===== src/rtl/ikaopll_slot_timinggen_p.sv =====
// Parametrised OPLL timing generator: phi1 enable divider, slot sequencer,
// frame counter, slot-match strobe, delayed slot index and operator decode.
module ikaopll_slot_timinggen_p #(
  parameter int                PHI_DIV       = 2,
  parameter int                SUBCYC        = 6,
  parameter int                GROUPS        = 3,
  parameter logic [SUBCYC-1:0] MNC_MASK      = SUBCYC'(6'b100011),
  parameter int                RHY_GRP       = 2,
  parameter logic [SUBCYC-1:0] RHY_NOFB_MASK = SUBCYC'(6'b001100),
  parameter int                DLY           = 2,
  parameter int                FCW           = 8,
  localparam int               SW            = $clog2(SUBCYC*GROUPS)
) (
  input  logic           i_EMUCLK,
  input  logic           i_IC_n,
  input  logic           i_phiM_PCEN_n,
  input  logic           i_PHASE_RST,
  input  logic           i_RHYTHM_EN,
  input  logic [SW-1:0]  i_CMP_SLOT,
  output logic           o_phi1_PCEN_n,
  output logic           o_phi1_NCEN_n,
  output logic           o_DAC_EN,
  output logic [2:0]     o_SUB,
  output logic [1:0]     o_GRP,
  output logic [SW-1:0]  o_SLOT,
  output logic [SW-1:0]  o_SLOT_ZZ,
  output logic           o_FRAME_START,
  output logic [FCW-1:0] o_FRAME_CNT,
  output logic           o_CMP_HIT,
  output logic           o_MnC_SEL,
  output logic           o_INHIBIT_FDBK,
  output logic           o_HH_TT_SEL
);

  localparam int PW = $clog2(PHI_DIV);
  localparam logic [7:0] MNC8  = 8'(MNC_MASK);
  localparam logic [7:0] NOFB8 = 8'(RHY_NOFB_MASK);

  logic [PW-1:0]  phicnt_q, phicnt_d;
  logic [2:0]     sub_q, sub_d;
  logic [1:0]     grp_q, grp_d;
  logic [FCW-1:0] frame_q, frame_d;
  logic           hit_q, hit_d;
  logic           hh_q, hh_d;
  logic [SW-1:0]  dly_q [DLY];
  logic [SW-1:0]  dly_d [DLY];

  logic          en, realign, pcen, ncen;
  logic          sub_last, grp_last;
  logic          rhy_grp, mnc, hh_next;
  logic [SW-1:0] slot;

  always_comb begin
    en       = ~i_phiM_PCEN_n;
    realign  = en & i_PHASE_RST;
    pcen     = en & ~i_PHASE_RST & (phicnt_q == '0);
    ncen     = en & ~i_PHASE_RST & (phicnt_q == PW'(PHI_DIV/2));
    slot     = SW'(int'(grp_q) * SUBCYC + int'(sub_q));
    sub_last = (sub_q == 3'(SUBCYC-1));
    grp_last = (grp_q == 2'(GROUPS-1));
    rhy_grp  = i_RHYTHM_EN & (grp_q == 2'(RHY_GRP));
    mnc      = MNC8[sub_q];
    hh_next  = mnc & ~(rhy_grp & (sub_q < 3'd2));
  end

  always_comb begin
    phicnt_d = phicnt_q;
    sub_d    = sub_q;
    grp_d    = grp_q;
    frame_d  = frame_q;
    hit_d    = hit_q;
    hh_d     = hh_q;
    dly_d    = dly_q;
    if (realign) begin
      phicnt_d = '0;
      sub_d    = '0;
      grp_d    = '0;
    end else if (en) begin
      phicnt_d = (phicnt_q == PW'(PHI_DIV-1)) ? '0 : phicnt_q + PW'(1);
    end
    // ncen already excludes a realigning enable, so the two never collide
    if (ncen) begin
      hit_d    = (slot == i_CMP_SLOT);
      hh_d     = hh_next;
      dly_d[0] = slot;
      for (int unsigned i = 1; i < DLY; i++) dly_d[i] = dly_q[i-1];
      if (sub_last) begin
        sub_d = '0;
        if (grp_last) begin
          grp_d   = '0;
          frame_d = frame_q + FCW'(1);
        end else begin
          grp_d = grp_q + 2'd1;
        end
      end else begin
        sub_d = sub_q + 3'd1;
      end
    end
  end

  always_ff @(posedge i_EMUCLK or negedge i_IC_n) begin
    if (!i_IC_n) begin
      phicnt_q <= '0;
      sub_q    <= '0;
      grp_q    <= '0;
      frame_q  <= '0;
      hit_q    <= 1'b0;
      hh_q     <= 1'b0;
      for (int unsigned i = 0; i < DLY; i++) dly_q[i] <= '0;
    end else begin
      phicnt_q <= phicnt_d;
      sub_q    <= sub_d;
      grp_q    <= grp_d;
      frame_q  <= frame_d;
      hit_q    <= hit_d;
      hh_q     <= hh_d;
      dly_q    <= dly_d;
    end
  end

  // Enables are forced inactive while reset is held, even though phicnt==0.
  assign o_phi1_PCEN_n  = ~(pcen & i_IC_n);
  assign o_phi1_NCEN_n  = ~(ncen & i_IC_n);
  assign o_DAC_EN       = (phicnt_q == PW'(PHI_DIV-1));
  assign o_SUB          = sub_q;
  assign o_GRP          = grp_q;
  assign o_SLOT         = slot;
  assign o_SLOT_ZZ      = dly_q[DLY-1];
  assign o_FRAME_START  = (slot == '0);
  assign o_FRAME_CNT    = frame_q;
  assign o_CMP_HIT      = hit_q;
  assign o_MnC_SEL      = mnc;
  assign o_INHIBIT_FDBK = ~mnc & ~(rhy_grp & NOFB8[sub_q]);
  assign o_HH_TT_SEL    = hh_q;

endmodule

===== config.mk =====
export PLATFORM = sky130hd
export DESIGN_NAME = ikaopll_slot_timinggen_p
export DESIGN_NICKNAME = d
export VERILOG_FILES = /design/src/rtl/ikaopll_slot_timinggen_p.sv
export SDC_FILE = /design/constraint.sdc
export NUM_CORES = 1
export LEC_CHECK = 0
export ABC_AREA = 1
export CAP_MARGIN = 10
export CORE_UTILIZATION = 48
export CTS_CLUSTER_SIZE = 28
export DETAILED_ROUTE_END_ITERATION = 10
export GPL_ROUTABILITY_DRIVEN = 1
export GPL_TIMING_DRIVEN = 0
export PLACE_DENSITY = 0.79
export SLEW_MARGIN = 25
export SYNTH_ARGS = -nofsm -noshare
export SYNTH_HDL_FRONTEND = slang
export SYNTH_SLANG_ARGS = --single-unit

===== constraint.sdc =====
create_clock -name i_EMUCLK -period 2.5 [get_ports i_EMUCLK]
set_clock_uncertainty 0.1 [all_clocks]
set_input_delay 0.375 -clock i_EMUCLK [delete_from_list [all_inputs] [get_ports i_EMUCLK]]
set_output_delay 0.375 -clock i_EMUCLK [all_outputs]
set_load 0.02 [all_outputs]

==> reports/metrics.cfg <==
[timing]
hold_viol = 0
fin_crit_sh = 0.997
hold_ws_ns = 0.384
fin_crit_ns = 2.49
rsz0062_at_grt = yes
slew_viol_final = 0
fin_ws_ns = 0.00653
fmax_ghz = 0.401
finalSetupViolCount = 0
max_slew.worst_pin.slew_ns = 0.275
relSlewSlack = 0.815

[drt]
drt_pass1_iterations = 4
first_iter_violations = 51
routedWlPerCell_um = 11.5
vias_per_cell = 4.79
drc = 0
drt-total-wl_um = 3450
ant_nets = 0
vias = 1443

[die]
die_x_um = 59.1
dieArea_sq_mm = 0.00349
core_area_sq_mm = 0.00308
rows = 20
start_util = 0.509
dieHeight_um = 59.1
io_pins = 41

[placement]
post_dp_cell_area_sq_mm = 0.00202
place_inst = 292
gp_congestion = 0.794
numPortBuffers = 40
post-dp-hpwl_um = 2560
preCtsSetupSlack_ns = -0.521

[worst_setup_path]
reg2reg_slack_ns = 0.53
crit_fanout = 3
r2r_cells = 10
timing.rr.start = o_GRP[0]
arrival_ns = 2.02
cp_data_required_time_ns = 2.03
end_kind = output pin
worst-setup-path-type = flip-flop to output pin
r2r-end = o_CMP_HIT
cp-start-kind = flip-flop

[layout]
fillers = 258
multi_input_area_sq_um = 766
nets = 278
final_cells = 301
syn2layout_area_growth_pct = 37.3
area.sequential_sq_um = 652
fin_util = 0.698
drive_gt1_frac = 0.167
final_cell_area_sq_mm = 0.00215
n_antenna_cell = 0

[yosys]
netlist_area_sq_mm = 0.00157
ys.flop_type = dfrtp_1
seq_area_frac_synth = 0.416
yosys_warnings = 0
synth_commonest_cells = 64 x nand2_1, 35 x inv_1, 26 x dfrtp_1
postSynth.asyncResetShare = 1.00
ys_types = 26
syn_area_per_cell_sq_um = 7.53
synth_edf_count = 0
synth_top_area_frac = 0.416
yosysMostFrequentCell = nand2_1
ys_ff_latch = 26
synth.net_count = 227
synth.area.top_cells = dfrtp_1 42%, nand2_1 15%, inv_1 8.4%
netlist_instances = 208
synth_top_cell_by_area = dfrtp_1

[run]
maxCapViolations = 0

[power]
power_frac_clock = 0.193
power.share.switching = 0.287
intPower_uw = 621
power_frac_comb = 0.265
p_seq_frac = 0.542
power_switching_uw = 250
p_per_area_mw_per_mm2 = 406
ir_worst_vdd_v = 0.000190
p_leak_uw = 0.00110

[outcome]
outcome = complete, no violations

[grt]
antenna_found_initial = 0
grt_max_degree = 27
grt_pass1_wl_um = 5510
track_usage = 0.210
grt_remaining_overflow = 0
first_global_vias = 1236

[clock_network]
clkTransAtPathRegs_ns = 0.13
h-tree-depth = 1
cts.sink_count = 26
cts-root-buf = clkbuf_4
cts_tree = done
cts_buffers = 3
clock_path_buffers = 2
clock_latency_ns = 0.31

[min_path]
min_to = o_SLOT_ZZ[2]
hold_path_class = flip-flop to flip-flop
whs_path_depth = 2
hp-start = dly_q[7]

## cell usage in the layout, fill, tap and decap left out, types with 3 or more instances in the layout
master            n
a21oi_1           3
buf_4            11
clkbuf_4          3
clkdlybuf4s50_1  33
dfrtp_1          25
ha_1              5
inv_1            31
inv_2             5
nand2_1          60
nand2_2           4
nand3_1          16
nand4_1           4
nor2_1            7
o21ai_0          17
## power by group through the flow
| stage | logic (uW) | clock network (uW) | registers [uW] |
|---|---|---|---|
| global placement | 225 | 0 | 480 |
| global route | 251 | 194 | 477 |
| CTS | 234 | 173 | 472 |
| detailed placement | 227 | 0 | 480 |
| floorplan | 108 | 0 | 492 |
| finish | 231 | 168 | 472 |
## sequential cells by signal (all words and copies together), names as in the netlist
name and flops:
dly_q 5, o_CMP_HIT 1, o_DAC_EN 1, o_FRAME_CNT 8
o_GRP 2, o_HH_TT_SEL 1, o_SLOT_ZZ 5, o_SUB 3
## per-layer routing
layer  global-route usage  routed length, um  vias up
li1                     -                  -      745
met1                0.298               1640      661
met2                0.343               1680       33
met3               0.0284                 95        4
met4               0.0510                 38        0
met5                    0                  0        -
## worst max-delay path, cell delays in order, from the launching register on
cell and delay [ns]:
dfrtp_2 0.42, inv_2 0.06, ha_4 0.26, inv_1 0.05
fa_2 0.56, inv_2 0.05, nor3_2 0.16, buf_4 0.16
## what timing repair did
item                                   in CTS  in global routing
setup endpoints to repair                   6                  6
gates resized for setup                    27                  7
cloned                                      0                  0
setup buffers                               2                  2
pin swaps                                   4                  1
endpoints found under the hold margin      26                  0
hold buffers                                2                  0
## logic make-up after synthesis
group / Yosys count / synth area share
AO/OA/AOI/OAI: 25 / 0.0847
AND/OR/NAND/NOR: 101 / 0.281
flip-flops: 26 / 0.416
buffers and inverters: 45 / 0.130
XOR/XNOR: 2 / 0.0112
adder cells (fa/ha/maj): 9 / 0.0767
## area by class of cell
cell class                 count  share of cell area
clock buffer                   3              0.0105
sequential                    26               0.303
buffer                         8              0.0297
multi-input combinational    137               0.356
inverter                      37              0.0652
tap                           44              0.0256
timing repair buffer          46               0.209
## worst max-delay path by stage
stage | from | to | depth (start not counted)
after global routing | o_GRP[0] | o_FRAME_START | 10
after CTS | o_GRP[0] | o_FRAME_START | 10
after global placement | i_IC_n | o_phi1_PCEN_n | 3
after detailed placement | o_GRP[0] | o_FRAME_START | 10
final | o_GRP[0] | o_FRAME_START | 7
after floorplan | o_GRP[0] | o_FRAME_START | 9
## per-stage QoR
| stage | power [uW] | TNS [ns] |
|---|---|---|
| finish | 872 | 0 |
| detailed placement | 707 | -1.14 |
| global route | 921 | -0.0852 |
| CTS | 879 | -0.00646 |
| floorplan | 600 | 0 |
| global placement | 705 | -1.66 |
No activity file was read; power rests on OpenSTA's default activity.
